--- src/rtl/aes_dfa_campaign.sv ---
// aes_dfa_campaign: runs one fault-free encryption on an external faultable
// AES core, then a sweep of single-bit fault runs, buffers every faulty
// ciphertext and drains the buffer through a valid/ready port.
module aes_dfa_campaign #(
  parameter int unsigned DEPTH    = 16,
  parameter int unsigned CORE_LAT = 21,
  parameter int unsigned CNT_W    = 8
) (
  input  logic             clk,
  input  logic             rst,
  input  logic             start,
  input  logic [127:0]     pt,
  input  logic [127:0]     key,
  input  logic [6:0]       first_bit,
  input  logic [6:0]       stride,
  input  logic [CNT_W-1:0] num_faults,
  output logic [127:0]     core_state,
  output logic [127:0]     core_key,
  output logic             core_fault_en,
  output logic [6:0]       core_fault_bit,
  input  logic [127:0]     core_ct,
  output logic [127:0]     golden,
  output logic             rd_valid,
  input  logic             rd_ready,
  output logic [127:0]     rd_data,
  output logic [6:0]       rd_bit,
  output logic             rd_diff,
  output logic             busy,
  output logic             done,
  output logic             clamp_err
);

  localparam int unsigned IDX_W = $clog2(DEPTH);
  localparam int unsigned PTR_W = IDX_W + 1;
  localparam int unsigned LAT_W = 8;

  localparam logic [1:0] S_IDLE  = 2'd0;
  localparam logic [1:0] S_GOLD  = 2'd1;
  localparam logic [1:0] S_FAULT = 2'd2;
  localparam logic [1:0] S_DRAIN = 2'd3;

  logic [1:0]       state, state_n;
  logic [LAT_W-1:0] cnt, cnt_n;
  logic [PTR_W-1:0] wr_ptr, wr_ptr_n;
  logic [PTR_W-1:0] rd_ptr, rd_ptr_n;
  logic [PTR_W-1:0] eff_q;
  logic [6:0]       first_bit_q;
  logic [6:0]       stride_q;

  logic             accept, golden_ld, wr_en, done_n, rd_valid_n;
  logic             rd_load, rd_clear, lat_last, rd_fire;
  logic             fault_en_n;
  logic [6:0]       fault_bit_n;

  logic             clamp_c;
  logic [PTR_W-1:0] eff_c;
  logic             diff_c;
  logic             byp_c;

  logic [127:0]     buf_ct   [DEPTH];
  logic [6:0]       buf_bit  [DEPTH];
  logic             buf_diff [DEPTH];

  // Effective fault count, clamped to the buffer size
  assign clamp_c = (32'(num_faults) > DEPTH);
  assign eff_c   = clamp_c ? PTR_W'(DEPTH) : PTR_W'(num_faults);
  assign diff_c  = (core_ct != golden);
  assign byp_c   = wr_en && (wr_ptr[IDX_W-1:0] == rd_ptr_n[IDX_W-1:0]);

  // State register
  always_ff @(posedge clk or posedge rst) begin
    if (rst) state <= S_IDLE;
    else     state <= state_n;
  end

  // Next-state and control decode
  always_comb begin
    state_n     = state;
    cnt_n       = cnt;
    wr_ptr_n    = wr_ptr;
    rd_ptr_n    = rd_ptr;
    accept      = 1'b0;
    golden_ld   = 1'b0;
    wr_en       = 1'b0;
    done_n      = 1'b0;
    rd_valid_n  = rd_valid;
    rd_load     = 1'b0;
    rd_clear    = 1'b0;
    fault_en_n  = core_fault_en;
    fault_bit_n = core_fault_bit;
    lat_last    = (cnt == LAT_W'(CORE_LAT - 1));
    rd_fire     = rd_valid && rd_ready;
    case (state)
      S_IDLE: begin
        if (start) begin
          accept     = 1'b1;
          state_n    = S_GOLD;
          cnt_n      = '0;
          wr_ptr_n   = '0;
          rd_ptr_n   = '0;
          fault_en_n = 1'b0;
        end
      end
      S_GOLD: begin
        if (lat_last) begin
          golden_ld = 1'b1;
          cnt_n     = '0;
          if (eff_q != PTR_W'(0)) begin
            state_n     = S_FAULT;
            fault_en_n  = 1'b1;
            fault_bit_n = first_bit_q;
          end else begin
            state_n = S_IDLE;
            done_n  = 1'b1;
          end
        end else begin
          cnt_n = cnt + LAT_W'(1);
        end
      end
      S_FAULT: begin
        if (lat_last) begin
          wr_en       = 1'b1;
          cnt_n       = '0;
          wr_ptr_n    = wr_ptr + PTR_W'(1);
          fault_bit_n = core_fault_bit + stride_q;
          if (wr_ptr_n == eff_q) begin
            state_n    = S_DRAIN;
            fault_en_n = 1'b0;
            rd_ptr_n   = '0;
            rd_valid_n = 1'b1;
            rd_load    = 1'b1;
          end
        end else begin
          cnt_n = cnt + LAT_W'(1);
        end
      end
      default: begin
        if (rd_fire) begin
          rd_ptr_n = rd_ptr + PTR_W'(1);
          if (rd_ptr_n == eff_q) begin
            state_n    = S_IDLE;
            done_n     = 1'b1;
            rd_valid_n = 1'b0;
            rd_clear   = 1'b1;
          end else begin
            rd_load = 1'b1;
          end
        end
      end
    endcase
  end

  // Datapath and registered outputs
  always_ff @(posedge clk or posedge rst) begin
    if (rst) begin
      cnt            <= '0;
      wr_ptr         <= '0;
      rd_ptr         <= '0;
      eff_q          <= '0;
      first_bit_q    <= '0;
      stride_q       <= '0;
      core_state     <= '0;
      core_key       <= '0;
      core_fault_en  <= 1'b0;
      core_fault_bit <= '0;
      golden         <= '0;
      rd_valid       <= 1'b0;
      rd_data        <= '0;
      rd_bit         <= '0;
      rd_diff        <= 1'b0;
      busy           <= 1'b0;
      done           <= 1'b0;
      clamp_err      <= 1'b0;
    end else begin
      cnt            <= cnt_n;
      wr_ptr         <= wr_ptr_n;
      rd_ptr         <= rd_ptr_n;
      core_fault_en  <= fault_en_n;
      core_fault_bit <= fault_bit_n;
      rd_valid       <= rd_valid_n;
      done           <= done_n;
      busy           <= (state_n != S_IDLE);
      if (accept) begin
        core_state  <= pt;
        core_key    <= key;
        first_bit_q <= first_bit;
        stride_q    <= stride;
        eff_q       <= eff_c;
        clamp_err   <= clamp_c;
      end
      if (golden_ld) golden <= core_ct;
      if (rd_clear) begin
        rd_data <= '0;
        rd_bit  <= '0;
        rd_diff <= 1'b0;
      end else if (rd_load) begin
        if (byp_c) begin
          rd_data <= core_ct;
          rd_bit  <= core_fault_bit;
          rd_diff <= diff_c;
        end else begin
          rd_data <= buf_ct[rd_ptr_n[IDX_W-1:0]];
          rd_bit  <= buf_bit[rd_ptr_n[IDX_W-1:0]];
          rd_diff <= buf_diff[rd_ptr_n[IDX_W-1:0]];
        end
      end
    end
  end

  // Capture buffer; contents are only meaningful below the write pointer
  always_ff @(posedge clk) begin
    if (wr_en) begin
      buf_ct[wr_ptr[IDX_W-1:0]]   <= core_ct;
      buf_bit[wr_ptr[IDX_W-1:0]]  <= core_fault_bit;
      buf_diff[wr_ptr[IDX_W-1:0]] <= diff_c;
    end
  end

endmodule

--- config.mk ---
export PLATFORM = sky130hd
export DESIGN_NAME = aes_dfa_campaign
export DESIGN_NICKNAME = d
export VERILOG_FILES = /design/src/rtl/aes_dfa_campaign.sv
export SDC_FILE = /design/constraint.sdc
export NUM_CORES = 2
export LEC_CHECK = 0
export BUFFER_PORTS_ARGS = -buffer_cell sky130_fd_sc_hd__buf_2
export CORE_ASPECT_RATIO = 0.7
export CORE_MARGIN = 1.5
export CORE_UTILIZATION = 54
export CTS_CLUSTER_DIAMETER = 60
export DETAILED_ROUTE_END_ITERATION = 10
export PLACE_DENSITY = 0.84
export REMOVE_ABC_BUFFERS = 1
export SYNTH_ARGS = -nofsm -noshare
export SYNTH_HDL_FRONTEND = slang
export SYNTH_SLANG_ARGS = --single-unit
--- constraint.sdc ---
create_clock -name clk -period 17.65 [get_ports clk]
set_clock_uncertainty 0.05 [all_clocks]
set_input_delay 1.765 -clock clk [delete_from_list [all_inputs] [get_ports clk]]
set_output_delay 1.765 -clock clk [all_outputs]
set_load 0.02 [all_outputs]
# Word level (Yosys, flattened, before mapping)
# Memory sizes are Yosys's and may differ from the RTL's.
# Index checks and enable logic that the tools add are counted.
[classes] add_sub_neg=4 n_lt_le_gt_ge=1 n_eq_ne=12 n_mux=62 bitwise_logic=2 reduce_logical=23
[op_table] op="128-bit two-way mux" count=3
[op_table] op="128-bit inequality test" count=1
[op_table] op="7-bit two-way mux" count=6
[op_table] op="5-bit two-way mux" count=7
[op_table] op="1-bit two-way mux" count=28
[op_table] op="8-bit two-way mux" count=2
[op_table] op="8-bit one-hot mux with 2 select lines" count=1
[op_table] op="5-bit one-hot mux with 3 select lines" count=1
[op_table] op="2-bit two-way mux" count=7
[op_table] op="7-bit one-hot mux with 2 select lines" count=1
[op_table] op="2-bit nonzero test" count=7
[op_table] op="5-bit by 1-bit adder with 5-bit output (second input constant)" count=2
[op_table] op="5-bit == test" count=2
[op_table] op="2-bit inequality test (second input constant)" count=5
[op_table] op="5-bit one-hot mux with 2 select lines" count=1
[op_table] op="5-bit AND reduction" count=2
[op_table] op="8-bit by 1-bit adder with 8-bit output (second input constant)" count=1
[op_table] op="8-bit by 5-bit == test with 1-bit output (second input constant)" count=1
[op_table] op="8-bit by 5-bit > comparator with 1-bit output (second input constant)" count=1
[op_table] op="7-bit adder" count=1
[op_table] op="1-bit one-hot mux with 2 select lines" count=3
[op_table] op="2-bit one-hot mux with 3 select lines" count=1
[op_table] op="6-bit AND reduction" count=1
[op_table] op="3-bit nonzero test" count=2
[op_table] op="other kinds (13)" count=17
[totals] register_bits=571 ram_bits=2176 input_bits=410 output_inout_bits=532 word_cells=127 n_memories=3
[mem_list] memory="buf_ct" depth=16 width=128 rd=1 rd_clocked_by_memory_dff=0 write_ports=1 line="60" source="logic [127:0] buf_ct [DEPTH];"
[mem_list] memory="buf_bit" depth=16 width=7 rd=1 rd_clocked_by_memory_dff=0 write_ports=1 line="61" source="logic [6:0] buf_bit [DEPTH];"
[mem_list] memory="buf_diff" depth=16 width=1 rd=1 rd_clocked_by_memory_dff=0 write_ports=1 line="62" source="logic buf_diff [DEPTH];"

# Longest topological paths before layout
[depth] ltp_word=10 mapped_depth=17 ltp_nobuf=11

# Least setup slack after synthesis
# OpenSTA, ideal clock, no wires.
[synth_timing] kind="register -> register" startpoint="register state[0]" endpoint="memory buf_bit[1][0], enable pin" setup_time_ps=965 t_arrival_ps=14199 t_required_ps=16635 setup_slack_ps=2436 path_stages_with_launch=7 n_path_buf=2 synth_period_minus_slack_ps=15214 cell_sequence="dfrtp_1 inv_1 ha_1 clkbuf_1 clkbuf_1 nand2_1 nor4_1"
[synth_via] elab_chain_cells=4
[synth_lines] element="start: declaration" line="42" source="logic [1:0] state, state_n;"
[synth_lines] element="start signal: assignment" line="73" source="else state <= state_n;"
[synth_lines] element="2-bit == test" line="93" source="case (state)"
[synth_lines] element="1-bit two-way mux" line="93"
[synth_lines] element="1-bit two-way mux" line="212" source="if (wr_en) begin"
[synth_lines] element="1-bit two-way mux (implied by the code)" line="214" source="buf_bit[wr_ptr[IDX_W-1:0]] <= core_fault_bit;"
[synth_lines] element="end: declaration" line="61"
# No other way between the ends.

# Worst setup path after layout
[layout_timing] startpoint="register state[0]" endpoint="register rd_data[33]"
[layout_via] elab_chain_cells=7 word_cells_on_any_way=16 cone_classes="eq/ne (3); mux (7); reduce/logical (5); memory (1)"
[layout_lines] element="branches (longest 7 deep; another with memory 16 x 128 bit)"
[layout_lines] element="end signal: assignment" line="198" source="rd_data <= core_ct;"
[layout_lines] element="end signal: assignment" line="202" source="rd_data <= buf_ct[rd_ptr_n[IDX_W-1:0]];"
[layout_lines] element="end: declaration" line="25" source="output logic [127:0] rd_data,"
# Several ways; the timed one is not identified. The select of a mux whose other input is x is not followed.
# A chain may end at the register's enable or synchronous reset.

==> results.sh <==
export IMPL_finish_utilization_pct=62.2
export IMPL_netlist_area_leader_share_pct=58.4
export IMPL_synthArstFlopShare_pct=20.8
export IMPL_htreeDepth=5
export IMPL_syn_cell_area_mm2=0.112
export IMPL_fin_nets=9691
export IMPL_synth_distinct_cells=66
export IMPL_status="completed"
export IMPL_vias_per_cell=6.75
export IMPL_netlist_instances=8609
export IMPL_ant_nets=0
export IMPL_critPathKind="register to register"
export IMPL_path_buf_inv=3
export IMPL_wl_per_cell_um=32.7
export IMPL_worst_ep_arrival_time_ps=7620
export IMPL_tritoncts="yes"
export IMPL_grt_antenna_before_repair=73
export IMPL_slew_headroom_pct=10.2
export IMPL_synth_area_leaders="edfxtp_1, dfrtp_1, a211oi_1"
export IMPL_wirelength_um=401000
export IMPL_io_buffer_count=941
export IMPL_die_area_mm2=0.210
export IMPL_ctsHoldBuffers=0
export IMPL_io_pins=942
export IMPL_end_kind="register"
export IMPL_worst_pin_slew_ps=1350
export IMPL_ys_warnings_count=0
export IMPL_crit_family="compound AO/OA/AOI/OAI gates"
export IMPL_core_area_mm2=0.206
export IMPL_cts_setup_buffers=0
export IMPL_clk_pin_slew_ps=70
export IMPL_rsz0062_at_grt="no"
export IMPL_yosysMostFrequentCell="edfxtp_1"
export IMPL_cts_root_buf="clkbuf_16"
export IMPL_critical_path_max_stage_delay_ps=1020
export IMPL_finalWorstSetupSlack_ps=10610
export IMPL_crit_path_start_kind="register"
export IMPL_rows=139
export IMPL_critPathMaxFanout=72
export IMPL_ys_seq_area_share_pct=71.1
export IMPL_cts_buffer_depth=4
export IMPL_grt_total_usage_pct=37.0
export IMPL_synth_main_ff_cell="edfxtp_1"
export IMPL_grt_overflow_total=0
export IMPL_clkLatencyLatePin_ps=850
export IMPL_grt_first_pass_wirelength_um=563000
export IMPL_hpwl_um=225000
export IMPL_initial_core_util_pct=54.5
export IMPL_numCtsBuffers=268
export IMPL_die_h_um=384
export IMPL_min_period_ps=7040
export IMPL_synth_edff_count=2176
export IMPL_chipWidth_um=547
export IMPL_hold_viol_final=0
export IMPL_min_path_type="register to register"
export IMPL_crit_path_cell_trace="inv_1, ha_1, nor4_2, nand2b_4, a21o_4, inv_1, xnor2_1, a2111oi_4, o21bai_4, buf_4, o21ai_0"
export IMPL_synth_seq_cells=2747
export IMPL_setup_viol=0
export IMPL_power_leakage_uw=0.0471
export IMPL_cts_resized=0
export IMPL_dr_pass1_iters=7
export IMPL_max_freq_ghz=0.142
export IMPL_stdcell_area_mm2=0.128
export IMPL_via_count=82800
export IMPL_synth_top_cell_by_area="edfxtp_1"
export IMPL_power_density_mw_per_mm2=145
export IMPL_slowest_stage="buf_4"
export IMPL_report_power_total_uw=18500
export IMPL_synthTopCellsByCount="edfxtp_1, nand2_1, nor2_1"
export IMPL_place_area_mm2=0.119
export IMPL_slew_violations=0
export IMPL_dr_first_iter_drc_count=13800
export IMPL_max_cap_violations=0
export IMPL_crit_top_cell="inv_1"
export IMPL_syn2layout_area_growth_pct=14.2
export IMPL_synth_avg_cell_area_um2=13.0
export IMPL_required_ps=18230
export IMPL_drive_gt1_share_pct=17.1
export IMPL_final_period_utilization_pct=39.9
export IMPL_gp_congestion=1.01
export IMPL_tns_ps=0
export IMPL_cts_sinks=2747
export IMPL_grt_pass1_vias=79600
export IMPL_grt_max_degree=209
export IMPL_drc_errors=0
export IMPL_max_vdd_ir_drop_mv=0.154
export IMPL_dpl_worst_slack_ps=10270
## layout by cell type (no fill, tap or decap), types with 85 or more instances in the layout
cell | synthesis | final
edfxtp_1 | 2176 | 2176
o211ai_1 | 399 | 399
a221oi_1 | 139 | 139
xnor2_1 | 99 | 97
clkbuf_16 | 0 | 277
o22ai_1 | 138 | 138
o21ai_0 | 276 | 276
mux2_2 | 123 | 123
a32oi_1 | 138 | 138
buf_2 | 14 | 941
buf_4 | 5 | 85
a21oi_1 | 286 | 285
a31oi_1 | 136 | 136
mux2i_1 | 142 | 142
dfrtp_1 | 571 | 571
a211oi_1 | 669 | 669
nand2_1 | 999 | 995
nor3_1 | 144 | 140
inv_1 | 426 | 423
nor2_1 | 837 | 832
## sequential cells by signal, summed over array words and instances, names as in the netlist, 2 cells and up
| register | count |
|---|---|
| eff_q | 5 |
| wr_ptr | 5 |
| state | 2 |
| buf_diff | 16 |
| rd_data | 128 |
| rd_bit | 7 |
| buf_ct | 2048 |
| rd_ptr | 5 |
| golden | 128 |
| first_bit_q | 7 |
| core_key | 128 |
| core_state | 128 |
| stride_q | 7 |
| cnt | 8 |
| buf_bit | 112 |
| core_fault_bit | 7 |
## power breakdown
group / leakage, uW / internal (uW) / switching [uW]
logic: 0.0160 / 1300 / 3280
registers: 0.0268 / 7540 / 527
clock network: 0.00431 / 3330 / 2510
## metrics by stage
stage                     hold WS, ps  std cells
after global placement            405      11700
after floorplan                   388       7942
final                             418      12300
after global routing              440      12200
after detailed placement          407      11700
after CTS                         422      12200
## kinds of logic (layout without fill, tap and decap cells)
family | Yosys count | count (layout) | share of synthesized area, %
AOI/OAI and AO/OA | 2252 | 2252 | 13.8
xor gates and xnor gates | 147 | 147 | 1.15
adders and majority gates | 18 | 18 | 0.208
buffers and inverters | 1093 | 1957 | 3.75
DFF | 2747 | 2747 | 71.1
muxes | 266 | 266 | 2.53
other | 0 | 37 | 0
and+or+nand+nor | 2086 | 2086 | 7.40
## final timing paths
kind | from | end | slack, ps | cells past startpoint
worst max-delay path | state[0] | rd_data[33] | 10610 | 11
worst min-delay path | core_state[98] | core_state[98] | 420 | 2
worst max register to register | state[0] | rd_data[33] | 10610 | 11
worst min register to register | core_state[98] | core_state[98] | 420 | 2
max in group asynchronous | rst | golden[70] | 13610 | 5
min in group asynchronous | rst | core_state[95] | 920 | 2
## worst min-delay path, stage by stage, from the launching register on
cell and delay, ps:
dfrtp_1 340, nand2_1 50, nand2_1 50
## metal layers
layer | vias to the layer above | GRT usage, % | part of all wire [%]
met1 | 40200 | 50.8 | 36
met3 | 1419 | 14.0 | 16
met4 | 36 | 18.0 | 5.3
met2 | 7656 | 51.8 | 42
met5 | - | 0.742 | 0.11
li1 | 33500 | - | -
## area by class of cell
cell class                 instances  area, um^2
sequential                      2747       79600
fill                           14600       77800
multi-input combinational       4769       28400
clock buffer                     364        7650
timing repair buffer            1051        5850
tap                             2749        3440
inverter                         426        1620
clock inverter                   116        1160
antenna                           37        92.6
No activity file was read; power rests on OpenSTA's default activity.
